File: config.mk
export PLATFORM = sky130hd
export DESIGN_NAME = mda_motor_ramp_scheduler
export DESIGN_NICKNAME = d
export VERILOG_FILES = /design/src/rtl/mda_motor_ramp_scheduler_pkg.sv /design/src/rtl/mda_ramp_step.sv /design/src/rtl/mda_motor_ramp_scheduler.sv
export SDC_FILE = /design/constraint.sdc
export NUM_CORES = 1
export LEC_CHECK = 0
export CAP_MARGIN = 20
export CORE_ASPECT_RATIO = 0.75
export CORE_UTILIZATION = 55
export CTS_BUF_LIST = sky130_fd_sc_hd__clkbuf_16
export CTS_CLUSTER_DIAMETER = 60
export DETAILED_ROUTE_END_ITERATION = 7
export PLACE_DENSITY = 0.75
export SYNTH_ARGS = -nofsm -noshare
export SYNTH_HDL_FRONTEND = slang
export SYNTH_SLANG_ARGS = --single-unit
File: constraint.sdc
create_clock -name clk -period 7.6 [get_ports clk]
set_input_delay 1.9 -clock clk [delete_from_list [all_inputs] [get_ports clk]]
set_output_delay 1.9 -clock clk [all_outputs]
set_load 0.005 [all_outputs]
File: src/rtl/mda_motor_ramp_scheduler_pkg.sv
// Shared constants and state encoding for the motor ramp scheduler.
// Addresses follow the motor control register file layout.
package mda_motor_ramp_scheduler_pkg;

  localparam int PERIOD_LENGTH = 16;
  localparam int NUM_MOTORS    = 8;
  localparam int INIT_WRITES   = 17;

  localparam logic [4:0] CTRL_BASE   = 5'd0;
  localparam logic [4:0] DUTY_BASE   = 5'd8;
  localparam logic [4:0] PERIOD_ADDR = 5'd16;

  localparam logic [3:0] HOST_GLOBAL = 4'd8;

  typedef enum logic [2:0] {
    ST_INIT,
    ST_IDLE,
    ST_SCAN_EN,
    ST_SCAN_DUTY,
    ST_SCAN_DIS,
    ST_NEXT
  } state_e;

endpackage

File: src/rtl/mda_ramp_step.sv
// Bounded slew of one duty value toward its target.
// Magnitude is compared before stepping, so the result can never wrap.
module mda_ramp_step #(
  parameter int DUTY_W = 16,
  parameter int STEP   = 16
) (
  input  logic [DUTY_W-1:0] cur_i,
  input  logic [DUTY_W-1:0] eff_i,
  output logic [DUTY_W-1:0] next_o,
  output logic              equal_o
);

  localparam int              EXT_W    = DUTY_W + 1;
  localparam logic [EXT_W-1:0] STEP_EXT = EXT_W'(STEP);

  logic             rising;
  logic [DUTY_W-1:0] diff;

  always_comb begin
    equal_o = (cur_i == eff_i);
    rising  = (eff_i > cur_i);
    diff    = rising ? (eff_i - cur_i) : (cur_i - eff_i);
    if ({1'b0, diff} <= STEP_EXT) begin
      next_o = eff_i;
    end else if (rising) begin
      next_o = cur_i + STEP_EXT[DUTY_W-1:0];
    end else begin
      next_o = cur_i - STEP_EXT[DUTY_W-1:0];
    end
  end

endmodule

File: src/rtl/mda_motor_ramp_scheduler.sv
// Host-facing ramp scheduler: init sequence, periodic round-robin duty slewing
// and a command watchdog, all driving single-cycle motor control register writes.
module mda_motor_ramp_scheduler
  import mda_motor_ramp_scheduler_pkg::*;
#(
  parameter int DUTY_W      = PERIOD_LENGTH,
  parameter int STEP        = 16,
  parameter int RAMP_DIV    = 50000,
  parameter int WDT_CYCLES  = 50000000,
  parameter int PERIOD_INIT = 1000
) (
  input  logic        clk,
  input  logic        reset_n,
  input  logic        host_chipselect,
  input  logic        host_write,
  input  logic [3:0]  host_addr,
  input  logic [31:0] host_writedata,
  output logic        mc_chipselect,
  output logic        mc_write,
  output logic [4:0]  mc_addr,
  output logic [31:0] mc_writedata,
  output logic        init_done,
  output logic        busy,
  output logic        fault,
  output logic        overrun
);

  localparam int TICK_W = (RAMP_DIV > 1) ? $clog2(RAMP_DIV) : 1;
  localparam int WDT_W  = (WDT_CYCLES > 1) ? $clog2(WDT_CYCLES) : 1;
  localparam logic [TICK_W-1:0] TICK_LAST = TICK_W'(RAMP_DIV - 1);
  localparam logic [WDT_W-1:0]  WDT_LAST  = WDT_W'(WDT_CYCLES - 1);

  state_e                state_q;
  logic [2:0]            motor_q;
  logic [4:0]            init_cnt_q;
  logic [DUTY_W-1:0]     cur_duty_q [NUM_MOTORS];
  logic [NUM_MOTORS-1:0] cur_en_q;
  logic [DUTY_W-1:0]     tgt_duty_q [NUM_MOTORS];
  logic [NUM_MOTORS-1:0] tgt_en_q;
  logic                  global_en_q;
  logic                  pending_q;
  logic                  fault_q, fault_d;
  logic                  overrun_q, overrun_d;
  logic [TICK_W-1:0]     tick_cnt_q, tick_cnt_d;
  logic [WDT_W-1:0]      wdt_cnt_q, wdt_cnt_d;

  logic                  mc_cs_q, mc_write_q, init_done_q, busy_q;
  logic [4:0]            mc_addr_q;
  logic [31:0]           mc_data_q;

  logic                  host_wr, flag_clear, tick, wdt_expire, scanning;
  logic [DUTY_W-1:0]     cur_duty, eff_duty, step_next;
  logic                  step_equal;
  logic                  unused_host_bits;

  assign host_wr          = host_chipselect & host_write;
  assign flag_clear       = host_wr && (host_addr == HOST_GLOBAL) && host_writedata[1];
  assign tick             = init_done_q && (tick_cnt_q == TICK_LAST);
  assign wdt_expire       = init_done_q && !host_wr && (wdt_cnt_q == WDT_LAST);
  assign scanning         = state_q inside {ST_SCAN_EN, ST_SCAN_DUTY, ST_SCAN_DIS, ST_NEXT};
  assign unused_host_bits = ^host_writedata;

  assign cur_duty = cur_duty_q[motor_q];
  assign eff_duty = (fault_q || !global_en_q || !tgt_en_q[motor_q]) ? '0 : tgt_duty_q[motor_q];

  mda_ramp_step #(
    .DUTY_W (DUTY_W),
    .STEP   (STEP)
  ) u_ramp_step (
    .cur_i   (cur_duty),
    .eff_i   (eff_duty),
    .next_o  (step_next),
    .equal_o (step_equal)
  );

  // A host write in the expiry cycle reloads the watchdog, so fault stays clear.
  always_comb begin
    tick_cnt_d = tick_cnt_q;
    wdt_cnt_d  = wdt_cnt_q;
    fault_d    = fault_q;
    overrun_d  = overrun_q;
    if (init_done_q) begin
      tick_cnt_d = tick ? '0 : tick_cnt_q + 1'b1;
    end
    if (host_wr) begin
      wdt_cnt_d = '0;
    end else if (init_done_q && (wdt_cnt_q != WDT_LAST)) begin
      wdt_cnt_d = wdt_cnt_q + 1'b1;
    end
    if (wdt_expire) fault_d = 1'b1;
    if (tick && pending_q && scanning) overrun_d = 1'b1;
    if (flag_clear) begin
      fault_d   = 1'b0;
      overrun_d = 1'b0;
    end
  end

  always_ff @(posedge clk or negedge reset_n) begin
    if (!reset_n) begin
      tick_cnt_q  <= '0;
      wdt_cnt_q   <= '0;
      fault_q     <= 1'b0;
      overrun_q   <= 1'b0;
      global_en_q <= 1'b0;
      tgt_en_q    <= '0;
      for (int m = 0; m < NUM_MOTORS; m++) tgt_duty_q[m] <= '0;
    end else begin
      tick_cnt_q <= tick_cnt_d;
      wdt_cnt_q  <= wdt_cnt_d;
      fault_q    <= fault_d;
      overrun_q  <= overrun_d;
      if (host_wr && !host_addr[3] && !fault_q) begin
        tgt_duty_q[host_addr[2:0]] <= host_writedata[DUTY_W-1:0];
        tgt_en_q[host_addr[2:0]]   <= host_writedata[16];
      end
      if (host_wr && (host_addr == HOST_GLOBAL)) begin
        global_en_q <= host_writedata[0];
      end
    end
  end

  // Each motor visit is enable, duty step, disable: one optional write per state.
  always_ff @(posedge clk or negedge reset_n) begin
    if (!reset_n) begin
      state_q     <= ST_INIT;
      motor_q     <= '0;
      init_cnt_q  <= '0;
      pending_q   <= 1'b0;
      cur_en_q    <= '0;
      for (int m = 0; m < NUM_MOTORS; m++) cur_duty_q[m] <= '0;
      mc_cs_q     <= 1'b0;
      mc_write_q  <= 1'b0;
      mc_addr_q   <= '0;
      mc_data_q   <= '0;
      init_done_q <= 1'b0;
      busy_q      <= 1'b0;
    end else begin
      mc_cs_q    <= 1'b0;
      mc_write_q <= 1'b0;
      if (scanning && tick) pending_q <= 1'b1;
      case (state_q)
        ST_INIT: begin
          if (init_cnt_q == 5'(INIT_WRITES)) begin
            init_done_q <= 1'b1;
            state_q     <= ST_IDLE;
          end else begin
            mc_cs_q    <= 1'b1;
            mc_write_q <= 1'b1;
            mc_addr_q  <= (init_cnt_q == 5'd0) ? PERIOD_ADDR : (init_cnt_q - 5'd1);
            mc_data_q  <= (init_cnt_q == 5'd0) ? 32'(PERIOD_INIT) : 32'd0;
            init_cnt_q <= init_cnt_q + 5'd1;
          end
        end
        ST_IDLE: begin
          if (tick || pending_q) begin
            pending_q <= pending_q & tick;
            motor_q   <= '0;
            busy_q    <= 1'b1;
            state_q   <= ST_SCAN_EN;
          end
        end
        ST_SCAN_EN: begin
          if ((eff_duty != '0) && !cur_en_q[motor_q]) begin
            mc_cs_q           <= 1'b1;
            mc_write_q        <= 1'b1;
            mc_addr_q         <= CTRL_BASE + {2'b00, motor_q};
            mc_data_q         <= 32'd1;
            cur_en_q[motor_q] <= 1'b1;
          end
          state_q <= ST_SCAN_DUTY;
        end
        ST_SCAN_DUTY: begin
          if (!step_equal) begin
            mc_cs_q             <= 1'b1;
            mc_write_q          <= 1'b1;
            mc_addr_q           <= DUTY_BASE + {2'b00, motor_q};
            mc_data_q           <= 32'(step_next);
            cur_duty_q[motor_q] <= step_next;
          end
          state_q <= ST_SCAN_DIS;
        end
        ST_SCAN_DIS: begin
          if ((cur_duty == '0) && (eff_duty == '0) && cur_en_q[motor_q]) begin
            mc_cs_q           <= 1'b1;
            mc_write_q        <= 1'b1;
            mc_addr_q         <= CTRL_BASE + {2'b00, motor_q};
            mc_data_q         <= 32'd0;
            cur_en_q[motor_q] <= 1'b0;
          end
          state_q <= ST_NEXT;
        end
        ST_NEXT: begin
          if (motor_q == 3'd7) begin
            busy_q  <= 1'b0;
            state_q <= ST_IDLE;
          end else begin
            motor_q <= motor_q + 3'd1;
            state_q <= ST_SCAN_EN;
          end
        end
        default: state_q <= ST_INIT;
      endcase
    end
  end

  assign mc_chipselect = mc_cs_q;
  assign mc_write      = mc_write_q;
  assign mc_addr       = mc_addr_q;
  assign mc_writedata  = mc_data_q;
  assign init_done     = init_done_q;
  assign busy          = busy_q;
  assign fault         = fault_q;
  assign overrun       = overrun_q;

endmodule

==> summary.txt <==
CTS
  – CTS tree: done
  – Clock tree buffer depth: 3
  – CTS Sinks: 353
  – CTS Buf Count: 37
  – Setup Buffers After CTS: 0
  – Clk slew on worst S/H paths: 0.06 ns
  – Root Driver: clkbuf_16
  – # hold bufs at CTS: 0
  – H-tree Lvls: 2
  – Post-CTS resize count: 0
  – Clk Latency, worst-skew pair: around 0.54 ns

Finish
  – Fillers: approximately 2,700
  – Layout cells sized above 1: a little under a fifth
  – Layout Nets: 1,920
  – Multi-input logic area: ~0.009 mm²
  – Reg area: 0.008840 mm²
  – Post-layout util: a little over three fifths
  – Ant diodes: 0
  – Area delta synth->final: 12.87%

Synth
  – Simple-Gate Fraction of Synth Area: roughly an eighth
  – Cells after synthesis: 1,783
  – Yosys top cell area share: 47.36%
  – Dominant cells by area after synthesis: dfrtp_1 47%, mux2_2 10%, nand2_1 4.2%
  – EDFF count, synth: 0
  – Post-synthesis sequential area ratio: about 47%
  – Largest family of logic cells by synthesized area: multiplexers
  – Post-synth ARST share: between 90% and 100%
  – Register bit total from synthesis: 353
  – Mean Syn Cell Area: approximately 10 µm²
  – Fraction of synthesized area in multiplexers: 17.43%
  – Post-Synth XOR/XNOR Area: roughly 2.5%
  – Synth warn: 0
  – Post-synth top area cell: dfrtp_1
  – Compound-gate portion of the synthesized area: 12.58%
  – Synth unique cells: 84
  – Post-Synthesis Cell Area: 0.01865 mm²
  – Adder-cell share of the synthesized area: 3.501%
  – Main synth FF type: dfrtp_1

Critical path
  – Setup crit end kind: flip-flop
  – Data arrival time of the critical path: 7.49 ns
  – Worst-path maximum fanout: 16
  – CP Class: reg2reg
  – WP data required: 7.98 ns
  – Type of origin of the critical path: flip-flop

Global route
  – Tot GR Track Use: 29.09%
  – First-pass GRT wire length: 78,530 µm
  – Largest net degree at the start of global routing: 157
  – Overflow after GRT: 0
  – Vias in the first global route: 14,033
  – Initial antenna violation count: 0

Timing
  – Max Slew Vio Count: 0
  – Hold Vio Cnt, Final: 0
  – Fmax: 140.6 MHz
  – Slew @ Worst Pin: 1.089 ns
  – Final min period: ~7 ns
  – RSZ-0062 raised after global routing: false
  – Worst slew margin: 26.87%
  – Fin Hold WS: 0.4815 ns
  – Final Skew: around 0.027 ns
  – Final TNS setup: 0 ns
  – Final period utilization: between 90% and 100%
  – Setup violators final: 0

Drt
  – DRT antenna net count: 0
  – DRT Wirelength: around 49,000 µm
  – DR iter-0 viols: about 1,400
  – Pre-antenna DRT Iters: 5
  – WL per Instance: 21.36 µm
  – Residual DRC: 0
  – Vias per cell: 6.114
  – Vias post-DR: between 10,000 and 15,000

Floorplanning
  – FP Rows: 58
  – Die Ht: 161.5 µm
  – Die footprint: 0.03466 mm²
  – Core Region: between 0.03 and 0.04 mm²
  – Starting Density: 55.76%
  – IO Pins: 83
  – Die width: 214.6 µm

Place
  – I/O Buffers: around 50
  – Final HPWL DP: 33,660 µm
  – RePlAce Congestion: roughly 0.93

Outcome
  – Outcome: complete, no violations

Power
  – Peak VDD IR: approximately 0.00019 V
  – Final Power: between 5 and 6 mW
  – LEAKAGE: approximately 9.5 nW
  – Power Dens Cells: 240.4 mW/mm²

Run
  – Max-cap violation count: 0

Hold path
  – Hold Crit Class: reg2reg
sequential cells by signal, summed over array words and instances, names as in the netlist, 3 cells and up, named ones only:
register	cells
mc_writedata	16
motor_q	3
cur_duty_q	128
wdt_cnt_q	26
tick_cnt_q	16
tgt_duty_q	128
mc_addr	5
tgt_en_q	8
state_q	3
init_cnt_q	5
per-layer routing:
layer,routed length [µm],GRT usage (%),vias to the layer above
met5,0,0,-
met4,1252,8.117,0
met3,4261,5.800,84
met2,21460,43.26,544
met1,22270,43.35,7016
li1,-,-,6455
cells in the final DEF, fill, tap and decap left out, types with 17 or more instances in the layout:
master	count
o21ai_1	49
nand3_1	38
inv_1	59
o22ai_1	23
buf_4	45
mux4_2	28
xnor2_1	27
mux2_2	168
nor2_1	132
mux2i_1	36
clkdlybuf4s50_1	50
nor3_1	24
dfrtp_1	350
clkbuf_16	39
a21oi_1	78
xor2_1	26
o21ai_0	126
and3_1	17
nand2_1	210
ha_1	49
kinds of logic (layout without fill, tap and decap cells):
group                    count (synthesis)  count (layout)
flip-flops                             353             353
adder cells (fa/ha/maj)                 51              51
AND/OR/NAND/NOR                        516             516
XOR/XNOR                                53              53
buffers and inverters                  169             227
AO/OA/AOI/OAI                          389             389
multiplexers                           251             251
other                                    1              16
critical path, cell delays in order (launching register included):
cell and delay [ns]:
dfrtp_2 0.59, nand2b_1 0.42, buf_4 0.27, o22ai_1 0.09
o21ai_0 0.18, o221ai_1 0.17, nor2_1 0.48, inv_1 0.10
ha_1 0.47, nand3_1 0.11, or3_1 0.37, nor2_1 0.31
or3_1 0.24, nand2_1 0.25, nor2_8 0.28, inv_2 0.15
buf_4 0.19, o211a_1 0.22, or3b_1 0.38, nor4_1 0.36
nand4b_1 0.18, buf_4 0.33, mux2i_2 0.61, o21ai_0 0.21
metrics by stage:
stage | setup WS (ns) | instances | instance area, µm²
2_1_floorplan | 1.246 | 1798 | 18710
3_3_place_gp | 0.6732 | 2233 | 19650
3_5_place_dp | 0.6107 | 2233 | 19650
4_1_cts | 0.6106 | 2299 | 20890
5_1_grt | 0.1187 | 2306 | 21050
6_report | 0.4900 | 2306 | 21050
final cells by class:
| cell class | instances | share of cell area [%] |
|---|---|---|
| Clock buffer | 39 | 4.635 |
| Clock inverter | 27 | 1.272 |
| Inverter | 55 | 0.9806 |
| Multi-Input combinational cell | 1276 | 43.35 |
| Sequential cell | 353 | 41.99 |
| Tap cell | 450 | 2.674 |
| Timing Repair Buffer | 106 | 5.099 |
synthesized netlist by cell type, drive strengths merged (17+ instances only):
library cell / count
clkbuf: 67
mux2i: 51
nand2: 210
and3: 17
mux2: 170
nand3: 38
a21oi: 78
o21ai: 175
mux4: 30
o22ai: 23
xnor2: 27
inv: 55
ha: 49
nor2: 133
buf: 47
nor3: 24
dfrtp: 353
xor2: 26
final timing paths:
kind / startpoint / end / slack, ns / depth (start not counted)
setup / recovery: motor_q[1]$_DFFE_PN0P_ / cur_duty_q[12]$_DFFE_PN0P_ / 0.49 / 23
hold / removal: mc_writedata[4]$_DFFE_PN0P_ / mc_writedata[4]$_DFFE_PN0P_ / 0.48 / 2
setup reg to reg: motor_q[1]$_DFFE_PN0P_ / cur_duty_q[12]$_DFFE_PN0P_ / 0.49 / 23
hold reg to reg: mc_writedata[4]$_DFFE_PN0P_ / mc_writedata[4]$_DFFE_PN0P_ / 0.48 / 2
max in group asynchronous: reset_n / cur_duty_q[126]$_DFFE_PN0P_ / 4.72 / 2
min in group asynchronous: reset_n / cur_duty_q[90]$_DFFE_PN0P_ / 1.36 / 1
report_power, final:
group          internal [mW]  total (mW)  switching [mW]
Clock                   1.10        1.87           0.772
Combinational          0.453        1.08           0.624
Sequential              2.03        2.11          0.0804
Power figures use the tool's default switching activity.
